## config.mk

```make
export PLATFORM = sky130hd
export DESIGN_NAME = turn_sequencer
export DESIGN_NICKNAME = d
export VERILOG_FILES = /design/src/rtl/turn_sequencer.sv
export SDC_FILE = /design/constraint.sdc
export NUM_CORES = 1
export LEC_CHECK = 0
export BUFFER_PORTS_ARGS = -buffer_cell sky130_fd_sc_hd__buf_2
export CORE_MARGIN = 2
export CORE_UTILIZATION = 50
export CTS_CLUSTER_DIAMETER = 30
export DETAILED_ROUTE_END_ITERATION = 8
export GPL_TIMING_DRIVEN = 0
export PLACE_DENSITY = 0.79
export SETUP_SLACK_MARGIN = 0.02
export SLEW_MARGIN = 20
export SYNTH_ARGS = -nofsm -noshare
export SYNTH_HDL_FRONTEND = slang
export SYNTH_SLANG_ARGS = --single-unit
export TNS_END_PERCENT = 1
```

## constraint.sdc

```tcl
create_clock -name clk -period 2.9 [get_ports clk]
set_input_delay 0.58 -clock clk [delete_from_list [all_inputs] [get_ports clk]]
set_output_delay 0.58 -clock clk [all_outputs]
set_load 0.03 [all_outputs]
```

## src/rtl/turn_sequencer.sv

```systemverilog
// turn_sequencer: owns the 3x3 board; a commit is visible 1 cycle after the submit edge, turn/game_over 1 cycle later.
// No backpressure: off-turn submits are dropped. Define WIN_DETECT_EN to enable line detection (else full board/timeout only).
module turn_sequencer #(
  parameter int AI_FIRST     = 0,
  parameter int TURN_TIMEOUT = 1000,
  parameter int TO_W         = 10
) (
  input  logic        clk,
  input  logic        reset_n,
  input  logic        new_game,
  input  logic        player_submit,
  input  logic [3:0]  player_loc,
  input  logic        ai_submit,
  input  logic [3:0]  ai_loc,
  output logic [17:0] board_state,
  output logic        turn,
  output logic [3:0]  move_count,
  output logic        illegal_move,
  output logic        game_over,
  output logic [1:0]  winner
);

  localparam logic            TURN_AI = 1'b1;
  localparam logic [1:0]      MARK_X  = 2'b01;
  localparam logic [1:0]      MARK_O  = 2'b10;
  localparam logic [TO_W-1:0] TO_LIM  = TO_W'(TURN_TIMEOUT);
  localparam bit              TO_EN   = (TURN_TIMEOUT != 0);

  typedef enum logic [1:0] {S_WAIT, S_CHECK, S_DONE} state_t;

  state_t          state, state_n;
  logic [17:0]     board_n;
  logic            turn_n;
  logic [3:0]      count_n;
  logic            illegal_n;
  logic [1:0]      winner_n;
  logic [TO_W-1:0] timer, timer_n;
  logic            player_q, ai_q;
  logic            evt;
  logic [3:0]      loc;
  logic [1:0]      mark;
  logic            cell_blank;
  logic            line_done;

  // Only the side holding the turn can raise an event; the other strobe is ignored.
  assign evt       = (turn == TURN_AI) ? (ai_submit & ~ai_q) : (player_submit & ~player_q);
  assign loc       = (turn == TURN_AI) ? ai_loc : player_loc;
  assign mark      = (turn == TURN_AI) ? MARK_O : MARK_X;
  assign game_over = (state == S_DONE);

`ifdef WIN_DETECT_EN
  logic [8:0] own;

  always_comb begin
    own = '0;
    for (int i = 0; i < 9; i++) own[i] = (board_state[2*i +: 2] == mark);
  end

  assign line_done = (own[0] & own[1] & own[2]) | (own[3] & own[4] & own[5]) |
                     (own[6] & own[7] & own[8]) | (own[0] & own[3] & own[6]) |
                     (own[1] & own[4] & own[7]) | (own[2] & own[5] & own[8]) |
                     (own[0] & own[4] & own[8]) | (own[2] & own[4] & own[6]);
`else
  assign line_done = 1'b0;
`endif

  always_comb begin
    cell_blank = 1'b0;
    for (int i = 0; i < 9; i++)
      if (loc == 4'(i) && board_state[2*i +: 2] == 2'b00) cell_blank = 1'b1;
  end

  always_comb begin
    state_n   = state;
    board_n   = board_state;
    turn_n    = turn;
    count_n   = move_count;
    illegal_n = 1'b0;
    winner_n  = winner;
    timer_n   = timer;
    case (state)
      S_WAIT: begin
        if (TO_EN && timer != TO_LIM) timer_n = timer + TO_W'(1);
        if (evt && cell_blank) begin
          for (int i = 0; i < 9; i++)
            if (loc == 4'(i)) board_n[2*i +: 2] = mark;
          count_n = move_count + 4'd1;
          state_n = S_CHECK;
        end else begin
          // A rejected submit leaves the timer running, so it cannot stall a forfeit.
          illegal_n = evt;
          if (TO_EN && timer_n == TO_LIM) begin
            state_n  = S_DONE;
            winner_n = (turn == TURN_AI) ? MARK_X : MARK_O;
          end
        end
      end
      S_CHECK: begin
        if (line_done) begin
          state_n  = S_DONE;
          winner_n = mark;
        end else if (move_count == 4'd9) begin
          state_n  = S_DONE;
          winner_n = 2'b00;
        end else begin
          turn_n  = ~turn;
          timer_n = '0;
          state_n = S_WAIT;
        end
      end
      S_DONE:  ;
      default: state_n = S_WAIT;
    endcase
  end

  always_ff @(posedge clk) begin
    if (!reset_n || new_game) begin
      state        <= S_WAIT;
      board_state  <= '0;
      turn         <= 1'(AI_FIRST);
      move_count   <= '0;
      illegal_move <= 1'b0;
      winner       <= 2'b00;
      timer        <= '0;
      player_q     <= 1'b0;
      ai_q         <= 1'b0;
    end else begin
      state        <= state_n;
      board_state  <= board_n;
      turn         <= turn_n;
      move_count   <= count_n;
      illegal_move <= illegal_n;
      winner       <= winner_n;
      timer        <= timer_n;
      player_q     <= player_submit;
      ai_q         <= ai_submit;
    end
  end

endmodule
```

Word level (Yosys, flattened, before mapping)
Index checks and enable logic that the tools add are counted.
{"block": "op_classes", "div": 0, "bitwise": 8, "addsub": 2, "reduce_logical": 39, "multipliers": 0, "n_eq_ne": 18, "muxes": 25, "order_cmp": 0, "shifts": 0}
{"op": "2-to-1 mux 10 bit", "n": 3}
{"op": "AND reduction 3 bit", "n": 9}
{"op": "logical NOT 2 bit", "n": 10}
{"op": "case mux 10 bit (2 select lines)", "n": 1}
{"op": "== test 4 x 3 -> 1 bit, second input constant", "n": 4}
{"op": "2-to-1 mux 2 bit", "n": 8}
{"op": "adder 10 x 1 -> 10 bit, second input constant", "n": 1}
{"op": "== test 10 bit, second input constant", "n": 1}
{"op": "logical AND 1 bit", "n": 10}
{"op": "2-to-1 mux 1 bit", "n": 10}
{"op": "!= test 10 bit, second input constant", "n": 1}
{"op": "== test 4 x 2 -> 1 bit, second input constant", "n": 2}
{"op": "== test 4 bit, second input constant", "n": 2}
{"op": "!= test 2 bit, second input constant", "n": 4}
{"op": "AND reduction 2 bit", "n": 4}
{"op": "NOT 1 bit", "n": 6}
{"op": "case mux 2 bit (3 select lines)", "n": 1}
{"op": "adder 4 x 1 -> 4 bit, second input constant", "n": 1}
{"op": "== test 4 x 1 -> 1 bit, second input constant", "n": 1}
{"op": "logical NOT 4 bit", "n": 1}
{"op": "2-to-1 mux 4 bit", "n": 1}
{"op": "case mux 2 bit (2 select lines)", "n": 1}
{"op": "AND reduction 4 bit", "n": 1}
{"op": "!= test 3 bit, second input constant", "n": 1}
{"op": "other kinds (7)", "n": 8}
{"block": "totals", "rom_bits": 0, "reg_bits": 40, "latch_bits": 0, "elab_cells": 109, "memories": 0, "ram_bits": 0}

Logic depth before layout (Yosys ltp)
Gate-level depths: netlist of run 1.
{"block": "logic_depth", "ltp_word": 15, "mapped_depth": 10, "mapped_depth_nobuf": 9}

Worst setup path before layout of run 1
No wires, ideal clock.
{"block": "synth_timing", "path_kind": "reg-to-reg", "start": "reg turn", "end": "reg winner[1]", "required_time_ps": 2830, "setup_slack_ps": 263, "arrival_ps": 2567, "setup_ps": 70, "stages_incl_launch_ff": 9, "cell_sequence": "dfxtp_1 > buf_4 > mux2_1 > o211ai_1 > o41ai_1 > a222oi_1 > a32oi_1 > or4_1 > a21oi_1"}
{"block": "synth_via", "elab_chain_cells": 15, "word_cells_on_any_way": 36}
{"element": "start, declared", "line": "16", "rtl": "output logic turn,"}
{"element": "start signal, assigned", "line": "120", "rtl": "turn <= 1'(AI_FIRST);"}
{"element": "start signal, assigned", "line": "130", "rtl": "turn <= turn_n;"}
{"element": "2-to-1 mux 4 bit", "line": "47", "rtl": "assign loc = (turn == TURN_AI) ? ai_loc : player_loc;"}
{"element": "logical NOT 4 bit", "line": "70", "rtl": "if (loc == 4'(i) && board_state[2*i +: 2] == 2'b00) cell_blank = 1'b1;"}
{"element": "logical AND 1 bit", "line": "70"}
{"element": "2-to-1 mux 1 bit (9 in series)", "line": "70"}
{"element": "logical AND 1 bit", "line": "84", "rtl": "if (evt && cell_blank) begin"}
{"element": "!= test 2 bit (no line)"}
{"element": "AND reduction 4 bit (no line)"}
{"element": "end signal, assigned", "line": "133", "rtl": "winner <= winner_n;"}
{"element": "end, declared", "line": "20", "rtl": "output logic [1:0] winner"}
Parallel ways exist; a longest one is shown, timed or not. The select of a mux whose other input is x is not followed.
A chain may end at the register's enable or synchronous reset.

Worst setup path in the final report of run 1
{"block": "layout_timing", "start": "reg turn", "end": "reg move_count[0]"}
{"block": "layout_via", "elab_chain_cells": 14, "word_cells_on_any_way": 31}
{"element": "2-to-1 mux 4 bit", "line": "47"}
{"element": "logical NOT 4 bit", "line": "70"}
{"element": "logical AND 1 bit", "line": "70"}
{"element": "2-to-1 mux 1 bit (9 in series)", "line": "70"}
{"element": "logical AND 1 bit *", "line": "84"}
{"element": "AND reduction 2 bit (no line) *"}
{"element": "end signal, assigned", "line": "131", "rtl": "move_count <= count_n;"}
{"element": "end, declared", "line": "17", "rtl": "output logic [3:0] move_count,"}
Mark *: on every way between the ends. The rest lies on a longest branch, timed or not.

==> results.py, run 1 <==
metrics = {
    "setup_path": {
        "rr_endpoint": "move_count[0]$_SDFFE_PP0P_",
        "regToRegStartpoint": "turn$_SDFFE_PP0P_",
        "cp_max_fo": 10,
        "crit_type": "reg -> reg",
        "reg2reg_depth": 10,
        "cp_data_required_time_ns": 3.08,
        "crit_arrival_ns": 2.97,
        "endpoint_kind": "flop",
        "worst-r2r-setup-slack_ns": 0.11,
        "cp-start-kind": "flop",
    },
    "cells_and_area": {
        "stdcell_area_um2": 2480,
        "drive_gt1_share_pct": 20.6,
        "syn_to_final_growth_pct": 19.6,
        "antenna-diode-count": 0,
        "nets": 322,
    },
    "detailed_routing": {
        "vias": 2117,
        "drt_first_pass_iters": 4,
        "drt_iter0_markers": 199,
        "totalWireLength_um": 5180,
        "via_per_inst": 5.95,
        "drcViolationCount": 0,
        "wl_per_cell_um": 14.6,
        "ant_nets": 0,
    },
    "die": {
        "io_pins": 40,
        "rows": 23,
        "die_area_um2": 4680,
        "die_y_um": 68.4,
        "die_x_um": 68.4,
        "start_util_pct": 51.8,
        "core_um2": 4000,
    },
    "placement": {
        "dpl_worst_slack_ns": -0.336,
        "dpl_cell_area_um2": 2330,
        "gp_congestion": 0.886,
        "numPortBuffers": 39,
        "hpwl_um": 3760,
    },
    "yosys": {
        "synthFlopType": "dfxtp_1",
        "avgSynthCellArea_um2": 8.06,
        "synth-seq-area-share_pct": 38.6,
        "async_flop_share_pct": 0,
        "postSynthCellCount": 257,
        "synth_cell_types": 49,
        "ys_seq_elements": 40,
        "syn_nets": 274,
        "synth_edf_count": 0,
        "netlist_area_um2": 2070,
        "synth_warnings": 0,
    },
    "global_route": {
        "grt_pass1_vias": 1942,
        "grt_pass1_wl_um": 8540,
        "grt_util_all_layers_pct": 24.3,
        "antenna_found_initial": 0,
        "grt_max_degree": 14,
        "grt_overflow": 0,
    },
    "cts": {
        "clk_pin_slew_ns": 0.08,
        "cts_tree": "yes",
        "cts_root_buf": "clkbuf_8",
        "clkSinkCount": 40,
        "numCtsBuffers": 5,
        "cts_max_level": 2,
        "cts_max_path_buffers": 2,
        "insertion_delay_ns": 0.30,
    },
    "sta": {
        "fin_crit_sh_pct": 96.2,
        "worst_clock_skew_ns": 0.0101,
        "final-setup-viol-count": 0,
        "max_freq_mhz": 358,
        "slew_viol_final": 0,
        "period_minus_slack_ns": 2.79,
        "worst_slack_ns": 0.109,
        "max_slew_margin_pct": 55.0,
        "tightest_slew_ns": 0.675,
        "finalHoldViolCount": 0,
    },
    "power_and_ir_drop": {
        "irDropWorstVdd_mv": 0.226,
        "leakagePower_nw": 1.01,
        "power.total_mw": 1.16,
        "cellPowerDensity_nw_per_um2": 467,
    },
    "worst_hold_path": {
        "hold_start": "winner[1]$_SDFFE_PP0P_",
        "hold_end": "winner[1]$_SDFFE_PP0P_",
        "hold_path_class": "reg -> reg",
        "hold_depth": 2,
    },
    "run_status": {
        "outcome": "completed",
    },
    "run": {
        "maxCapViolations": 0,
    },
}
[cells in the mapped netlist (all sizes together) (4+ instances only)]
| library cell | instances | area share [%] |
|---|---|---|
| a311oi | 6 | 2.5 |
| nor2 | 39 | 7.1 |
| dfxtp | 40 | 39 |
| or2 | 5 | 1.5 |
| a31oi | 17 | 5.1 |
| nand2b | 4 | 1.2 |
| ha | 4 | 2.4 |
| a32o | 4 | 1.9 |
| a21oi | 12 | 2.9 |
| nand2 | 18 | 3.3 |
| clkbuf | 13 | 2.4 |
| buf | 4 | 1.2 |
| and2 | 5 | 1.5 |
| o21ai | 12 | 2.9 |
| and3b | 4 | 1.7 |
| nor3 | 10 | 2.4 |
| nand3 | 7 | 1.7 |
| inv | 6 | 1.1 |
[through the flow]
| step | cells | setup TNS (ns) | util (%) | hold WS (ns) |
|---|---|---|---|---|
| detailed placement | 346 | -5.01 | 58.2 | 0.463 |
| global placement | 346 | -5.10 | 58.2 | 0.463 |
| CTS | 354 | 0 | 61.2 | 0.475 |
| floorplan | 257 | 0 | - | 0.470 |
| global route | 356 | -0.00891 | 61.9 | 0.513 |
| finish | 356 | 0 | 61.9 | 0.474 |
[worst max-delay path by stage]
stage | startpoint | to | slack [ns] | cells past startpoint
final | turn$_SDFFE_PP0P_ | move_count[0]$_SDFFE_PP0P_ | 0.11 | 10
after global routing | turn$_SDFFE_PP0P_ | move_count[0]$_SDFFE_PP0P_ | -0.004 | 10
after CTS | turn$_SDFFE_PP0P_ | winner[1]$_SDFFE_PP0P_ | 0.05 | 8
after detailed placement | ai_loc[0] | board_state[1]$_SDFFE_PP0P_ | -0.34 | 9
after global placement | ai_loc[0] | board_state[17]$_SDFFE_PP0P_ | -0.34 | 9
after floorplan | turn$_SDFFE_PP0P_ | winner[1]$_SDFFE_PP0P_ | 0.26 | 8
[what timing repair did]
action	in CTS	in global routing
setup endpoints to repair	20	23
setup buffers	0	2
hold buffers	0	0
pin swaps	0	1
resized for setup	2	3
[area by class of cell]
cell class	instances	area, um^2
Inverter	6	22.5
Clock buffer	5	68.8
Multi-Input combinational cell	194	1190
Clock inverter	3	42.5
Sequential cell	40	801
Timing Repair Buffer	41	210
Fill cell	376	1520
Buffer	17	75.1
Tap cell	50	62.6
[registers in the layout, indices dropped and copies added (netlist names)]
signal	cells
winner	2
move_count	4
timer	10
ai_q	1
state	2
board_state	18
player_q	1
illegal_move	1
turn	1
[where the power goes]
| group | switching (mW) | total (mW) | internal [mW] |
|---|---|---|---|
| logic | 0.0876 | 0.134 | 0.0465 |
| clock network | 0.207 | 0.461 | 0.255 |
| registers | 0.00634 | 0.562 | 0.555 |
[critical path: stages, from the launching register on]
cell and delay [ns]:
dfxtp_1 0.41, buf_4 0.19, clkbuf_1 0.38, and3b_1 0.24, a21oi_1 0.04, nor4_1 0.43, a21oi_2 0.16, a21oi_4 0.30
buf_2 0.29, xnor2_1 0.15, nor2_1 0.06
[placed cells by master, fill, tap and decap left out, drive strengths merged, types with 3 or more instances in the layout]
| cell type | count |
|---|---|
| nor2 | 39 |
| a21oi | 12 |
| buf | 45 |
| a311oi | 6 |
| nand2b | 4 |
| inv | 6 |
| a21o | 3 |
| dfxtp | 40 |
| nor3 | 10 |
| clkbuf | 18 |
| or2 | 5 |
| o21ai | 12 |
| ha | 4 |
| xnor2 | 3 |
| and3b | 4 |
| nand3 | 7 |
| a32o | 4 |
| a22o | 3 |
| nand2 | 18 |
| nor3b | 3 |
| and2 | 5 |
| a31oi | 17 |
| or3 | 3 |
[per-layer routing]
metal  vias up  track usage (%)  wire (um)
li1       1040                -          -
met4         0             11.3        101
met3        11             4.11        260
met5         -                0          0
met2        58             44.4       2560
met1      1008             27.3       2260
[kinds of logic after synthesis]
logic type / count (synthesis) / synth area share [%]
AO/OA/AOI/OAI: 75 / 25.1
XOR/XNOR: 4 / 1.69
adder cells (fa/ha/maj): 4 / 2.42
buffers and inverters: 23 / 4.65
flip-flops: 40 / 38.6
multiplexers: 3 / 1.51
AND/OR/NAND/NOR: 108 / 26.0
(Power assumes the default switching activity.)
==> inputs of run 2 (changes only) <==
--- a/config.mk
+++ b/config.mk
@@ -11,7 +11,7 @@
 export CTS_CLUSTER_DIAMETER = 30
 export DETAILED_ROUTE_END_ITERATION = 8
 export GPL_TIMING_DRIVEN = 0
-export PLACE_DENSITY = 0.79
+export PLACE_DENSITY_LB_ADDON = 0.05
 export SETUP_SLACK_MARGIN = 0.02
 export SLEW_MARGIN = 20
 export SYNTH_ARGS = -nofsm -noshare
==> run 2 against run 1 <==
  * Non-clock buffer count down 1
  * Cell area down 1.7%
  * Die area unchanged
  * Utilization down 1.1 points
  * Clock skew up 0.0013 ns
  * Clock power down 19%
  * Sequential power about the same
  * Worst hold slack about the same
  * Global-route usage down 0.051 points
  * Power down 8.2%
  * Cell count down 0.28%
  * Largest cell class unchanged
==> results.py, run 2 (synthesis results as in run 1) <==
metrics = {
    "power_and_ir_drop": {
        "cellPowerDensity_nw_per_um2": 436,
        "intPower_mw": 0.766,
        "leakagePower_nw": 1.00,
        "netSwitchingFraction_pct": 27.9,
        "switchingPower_mw": 0.296,
        "power.share.clock_pct": 35.1,
        "combPwrFrac_pct": 12.0,
        "pwr-share-seq_pct": 52.9,
        "irDropWorstVdd_mv": 0.279,
    },
    "cts": {
        "cts_hold_buf": 0,
        "insertion_delay_ns": 0.30,
        "cts_max_path_buffers": 2,
        "numCtsBuffers": 5,
        "cts_root_buf": "clkbuf_8",
        "clkSinkCount": 40,
        "clk_pin_slew_ns": 0.09,
        "cts_max_level": 2,
        "cts_tree": "yes",
    },
    "setup_path": {
        "crit_type": "reg -> reg",
        "regToRegStartpoint": "turn$_SDFFE_PP0P_",
        "worst-r2r-setup-slack_ns": 0.17,
        "cp_cell_sequence": "buf_4 > mux2_1 > o211ai_1 > o41ai_1 > a222oi_1 > a32oi_1 > or4_1 > a21oi_1",
        "endpoint_kind": "flop",
        "path_delay_family": "compound AO/OA/AOI/OAI gates",
        "rr_endpoint": "winner[1]$_SDFFE_PP0P_",
        "slowest_stage": "a222oi_1",
        "cp-start-kind": "flop",
        "max_stage_delay_ns": 0.58,
        "worst-path-buf-inv": 1,
        "crit_arrival_ns": 2.95,
        "cp_max_fo": 10,
        "cp_data_required_time_ns": 3.12,
        "reg2reg_depth": 8,
    },
    "sta": {
        "rsz0062_at_grt": "true",
        "period_minus_slack_ns": 2.73,
        "fin_crit_sh_pct": 94.2,
        "slew_viol_final": 0,
        "worst_clock_skew_ns": 0.0114,
        "max_slew_margin_pct": 51.9,
        "max_freq_mhz": 366,
        "worst_slack_ns": 0.168,
        "final-setup-viol-count": 0,
        "tightest_slew_ns": 0.721,
        "finalHoldViolCount": 0,
    },
    "placement": {
        "gp_congestion": 0.849,
        "place_inst": 346,
        "dpl_worst_slack_ns": -0.242,
        "hpwl_um": 3790,
        "numPortBuffers": 39,
    },
    "die": {
        "die_y_um": 68.4,
        "core_um2": 4000,
        "rows": 23,
        "die_x_um": 68.4,
        "start_util_pct": 51.8,
        "io_pins": 40,
        "die_area_um2": 4680,
    },
    "worst_hold_path": {
        "hold_path_class": "reg -> reg",
        "hold_end": "winner[0]$_SDFFE_PP0P_",
        "hold_start": "winner[0]$_SDFFE_PP0P_",
        "hold_depth": 2,
    },
    "cells_and_area": {
        "syn_to_final_growth_pct": 17.5,
        "instances_no_fill": 355,
        "mostFrequentLayoutCell": "buf_2",
        "top_register": "board_state",
        "antenna-diode-count": 0,
        "top_regs": "board_state x18, timer x10, move_count x4",
        "nets": 321,
        "largest_reg_flops": 18,
        "n_fill_cell": 389,
        "drive_gt1_share_pct": 20.0,
        "final_cell_mix": "41 x buf_2, 40 x dfxtp_1, 39 x nor2_1, 18 x nand2_1, 17 x a31oi_1",
    },
    "global_route": {
        "grt_pass1_wl_um": 8390,
        "grt_max_degree": 14,
        "antenna_found_initial": 0,
        "grt_util_all_layers_pct": 24.3,
        "grt_pass1_vias": 1798,
        "grt_overflow": 0,
    },
    "detailed_routing": {
        "vias": 2097,
        "via_per_inst": 5.91,
        "drcViolationCount": 0,
        "ant_nets": 0,
        "totalWireLength_um": 5310,
        "wl_per_cell_um": 14.9,
        "drt_iter0_markers": 301,
        "drt_first_pass_iters": 4,
    },
    "run_status": {
        "outcome": "completed",
    },
    "run": {
        "maxCapViolations": 0,
    },
}
==> run 2: worst max-delay path by stage <==
stage,depth (start not counted),from,slack [ns],end
final,8,turn$_SDFFE_PP0P_,0.17,winner[1]$_SDFFE_PP0P_
after global routing,10,turn$_SDFFE_PP0P_,-0.10,move_count[2]$_SDFFE_PP0P_
after CTS,8,turn$_SDFFE_PP0P_,0.05,winner[1]$_SDFFE_PP0P_
after detailed placement,9,ai_loc[0],-0.24,board_state[17]$_SDFFE_PP0P_
after global placement,9,ai_loc[0],-0.21,board_state[17]$_SDFFE_PP0P_
after floorplan,8,turn$_SDFFE_PP0P_,0.26,winner[1]$_SDFFE_PP0P_
==> run 2: per-stage QoR <==
stage / setup TNS (ns) / hold WS (ns) / utilization (%) / power (mW) / area, um^2
3_3_place_gp: -2.67 / 0.456 / 58.2 / 0.695 / 2330
6_report: 0 / 0.474 / 60.9 / 1.06 / 2430
4_1_cts: 0 / 0.478 / 60.5 / 1.07 / 2420
5_1_grt: -0.851 / 0.499 / 60.9 / 1.11 / 2430
2_1_floorplan: 0 / 0.470 / - / 0.655 / 2070
3_5_place_dp: -3.29 / 0.467 / 58.2 / 0.697 / 2330
==> run 2: worst register-to-register path, cell delays in order, from the launching register on <==
cell,delay (ns)
dfxtp_1,0.39
buf_4,0.18
mux2_1,0.34
o211ai_1,0.08
o41ai_1,0.10
a222oi_1,0.58
a32oi_1,0.29
or4_1,0.55
a21oi_1,0.15
==> run 2: layer usage <==
layer | track usage, % | vias to the layer above | part of all wire (%)
li1 | - | 1036 | -
met1 | 30.5 | 1006 | 45
met2 | 40.5 | 47 | 50
met3 | 3.78 | 8 | 3.6
met4 | 11.5 | 0 | 1.5
met5 | 0 | - | 0
==> run 2: power groups by stage <==
stage          registers (mW)  logic [mW]  clock network, mW
6_report                0.561       0.128              0.373
5_1_grt                 0.562       0.143              0.401
4_1_cts                 0.561       0.124              0.384
3_5_place_dp            0.574       0.122                  0
3_3_place_gp            0.574       0.121                  0
2_1_floorplan           0.579      0.0760                  0
==> run 2: final cells by class <==
cell class	instances	area [um^2]	area share, %
clock inverter	3	18.8	0.771
clock buffer	5	68.8	2.83
inverter	6	22.5	0.925
sequential	40	801	32.9
tap	50	62.6	2.57
multi-input combinational	194	1180	48.6
buffer	17	75.1	3.08
timing repair buffer	40	203	8.32
==> run 2: what timing repair did <==
action                     in CTS  in global routing
buffers inserted                0                  1
setup endpoints to repair      15                 22
pin swaps                       0                  1
resized for setup               1                  4
==> inputs of run 3 (changes only) <==
--- a/config.mk
+++ b/config.mk
@@ -5,8 +5,8 @@
 export SDC_FILE = /design/constraint.sdc
 export NUM_CORES = 1
 export LEC_CHECK = 0
+export ABC_AREA = 1
 export BUFFER_PORTS_ARGS = -buffer_cell sky130_fd_sc_hd__buf_2
-export CORE_MARGIN = 2
 export CORE_UTILIZATION = 50
 export CTS_CLUSTER_DIAMETER = 30
 export DETAILED_ROUTE_END_ITERATION = 8
==> run 3 against run 2 <==
  * Clock power up 3%
  * Critical path depth increased by 6
  * Global-route usage fell by 0.80 points
  * Count of clock-buffer cells in the layout is 1 higher
  * Critical path type unchanged
  * Largest power group unchanged
==> results.py, run 3 <==
metrics = {
    "global_route": {
        "grt_max_degree": 13,
        "grt_pass1_wl_um": 7960,
        "grt_util_all_layers_pct": 23.5,
        "antenna_found_initial": 0,
        "grt_overflow": 0,
        "grt_pass1_vias": 1787,
    },
    "yosys": {
        "avgSynthCellArea_um2": 6.58,
        "synthSimpleGateAreaFrac_pct": 36.9,
        "synth_top_area_share_pct": 36.7,
        "synth_edf_count": 0,
        "synth_top_area_cell": "dfxtp_1",
        "synthAdderAreaFrac_pct": 2.30,
        "ys_seq_elements": 40,
        "netlist_area_um2": 2180,
        "synth_warnings": 0,
        "yosys-top-cells-count": "79 x nand2_1, 51 x inv_1, 40 x dfxtp_1, 40 x nor2_1, 33 x a21oi_1",
        "synth-compound-area-share_pct": 8.55,
        "synth.top_cells.by_area": "dfxtp_1 37%, nand2_1 14%, inv_1 8.8%",
        "synth_cell_types": 28,
        "synth.most_common_cell": "nand2_1",
        "synth-xor-area-share_pct": 3.62,
        "syn_nets": 348,
        "async_flop_share_pct": 0,
        "synthFlopType": "dfxtp_1",
        "synth-seq-area-share_pct": 36.7,
        "synth_top_family_by_area": "simple AND/OR/NAND/NOR gates",
        "postSynthCellCount": 331,
        "synthMuxAreaShare_pct": 0,
    },
    "detailed_routing": {
        "ant_nets": 0,
        "vias": 2091,
        "drt_first_pass_iters": 4,
        "drcViolationCount": 0,
        "drt_iter0_markers": 152,
        "wl_per_cell_um": 11.5,
        "via_per_inst": 4.89,
        "totalWireLength_um": 4900,
    },
    "run": {
        "maxCapViolations": 0,
    },
    "cells_and_area": {
        "nets": 394,
        "instances_no_fill": 428,
        "top_register": "board_state",
        "drive_gt1_share_pct": 19.0,
        "n_fill_cell": 397,
        "top_regs": "board_state x18, timer x10, move_count x4",
        "post-route-util_pct": 61.9,
        "antenna-diode-count": 0,
        "mostFrequentLayoutCell": "nand2_1",
        "largest_reg_flops": 18,
        "stdcell_area_um2": 2530,
        "final_cell_mix": "79 x nand2_1, 51 x inv_1, 41 x buf_2, 40 x nor2_1, 40 x dfxtp_1",
        "syn_to_final_growth_pct": 16.1,
    },
    "worst_hold_path": {
        "hold_path_class": "reg -> reg",
    },
    "placement": {
        "gp_congestion": 0.864,
        "place_inst": 420,
        "numPortBuffers": 39,
        "dpl_cell_area_um2": 2440,
        "dpl_worst_slack_ns": 0.807,
        "hpwl_um": 3680,
    },
    "die": {
        "die_y_um": 68.0,
        "die_area_um2": 4630,
        "core_um2": 4090,
        "rows": 23,
        "io_pins": 40,
        "die_x_um": 68.0,
        "start_util_pct": 53.3,
    },
    "power_and_ir_drop": {
        "cellPowerDensity_nw_per_um2": 425,
        "irDropWorstVdd_mv": 0.300,
        "leakagePower_nw": 1.16,
    },
    "run_status": {
        "outcome": "completed",
    },
    "setup_path": {
        "slowest_stage": "dfxtp_1",
        "cp_cell_sequence": "buf_6 > inv_2 > buf_6 > nand2_1 > nand2_1 > nor2_1 > nand2_1 > nor2_1 > nor2_1 > nand3_2 > nand2_1 > inv_2 > nand4_1 > a21oi_1",
        "endpoint_kind": "flop",
        "cp_data_required_time_ns": 3.13,
        "cp_max_fo": 10,
        "crit_arrival_ns": 2.18,
        "critical_path.most_common_cell": "nand2_1",
        "worst-r2r-setup-slack_ns": 0.94,
        "worst-path-buf-inv": 4,
        "crit_type": "reg -> reg",
        "max_stage_delay_ns": 0.35,
        "path_delay_family": "simple AND/OR/NAND/NOR gates",
        "cp-start-kind": "flop",
    },
    "cts": {
        "clk_pin_slew_ns": 0.08,
        "cts_max_path_buffers": 2,
        "post_cts_buffers": 0,
        "numCtsBuffers": 5,
        "clkSinkCount": 40,
        "cts_hold_buf": 0,
        "cts_tree": "yes",
        "insertion_delay_ns": 0.29,
        "cts_max_level": 2,
        "ctsResizeCount": 0,
        "cts_root_buf": "clkbuf_8",
    },
    "sta": {
        "max_freq_mhz": 511,
        "period_minus_slack_ns": 1.96,
        "setup_tns_ns": 0,
        "tightest_slew_ns": 0.598,
        "slew_viol_final": 0,
        "rsz0062_at_grt": "false",
        "worst_slack_ns": 0.944,
        "fin_crit_sh_pct": 67.5,
        "max_slew_margin_pct": 60.0,
        "finalHoldViolCount": 0,
        "final-setup-viol-count": 0,
        "worst_clock_skew_ns": 0.00383,
    },
}
==> run 3: changes by cell type after synthesis, moves of 11 or more <==
cell / change
a21oi_1: +21
nand2_1: +61
inv_1: +45
o21ai_0: -11
nand3_1: +19
a31oi_1: -17
==> run 3: logic make-up after synthesis <==
family | count (synthesis)
AO/OA/AOI/OAI | 36
adder cells (fa/ha/maj) | 4
AND/OR/NAND/NOR | 178
flip-flops | 40
buffers and inverters | 64
XOR/XNOR | 9
==> run 3: final timing paths <==
| kind | endpoint | from | cells after the start |
|---|---|---|---|
| hold reg to reg | board_state[9]$_SDFFE_PP0P_ | board_state[9]$_SDFFE_PP0P_ | 2 |
| hold / removal | board_state[9]$_SDFFE_PP0P_ | board_state[9]$_SDFFE_PP0P_ | 2 |
| setup / recovery | board_state[17]$_SDFFE_PP0P_ | turn$_SDFFE_PP0P_ | 14 |
| setup reg to reg | board_state[17]$_SDFFE_PP0P_ | turn$_SDFFE_PP0P_ | 14 |
==> run 3: power by group <==
part | switching [mW] | total (mW) | internal, mW | leakage (nW)
sequential | 0.00567 | 0.562 | 0.556 | 0.323
combinational | 0.0905 | 0.129 | 0.0380 | 0.786
clock | 0.195 | 0.385 | 0.190 | 0.0510
total | 0.291 | 1.07 | 0.784 | 1.16
==> run 3: cell type report <==
type	instances	area, um^2	share of cell area (%)
buffer	9	51.3	2.03
clock buffer	6	82.6	3.26
clock inverter	2	10.0	0.396
inverter	55	208	8.21
multi-input combinational	227	1120	44.3
sequential	40	801	31.7
tap	50	62.6	2.47
timing repair buffer	39	195	7.72
==> run 3: routing by layer <==
metal	vias up	GRT usage, %	part of all wire, %
li1	1123	-	-
met1	906	31.7	50
met2	56	36.2	43
met3	6	5.67	5.0
met4	0	8.33	1.4
met5	-	0	0
==> run 3: metrics by stage <==
| step | power, mW | hold WS (ns) |
|---|---|---|
| 2_1_floorplan | 0.666 | 0.458 |
| 3_3_place_gp | 0.702 | 0.451 |
| 3_5_place_dp | 0.703 | 0.451 |
| 4_1_cts | 1.09 | 0.463 |
| 5_1_grt | 1.12 | 0.484 |
| 6_report | 1.07 | 0.460 |
==> run 3: worst register-to-register path, delay by kind of cell, from the launching register on <==
kind	cells	cell delay, ns
AND/OR/NAND/NOR	9	0.88
AO/OA/AOI/OAI	1	0.15
buffers and inverters	4	0.50
flip-flops	1	0.35
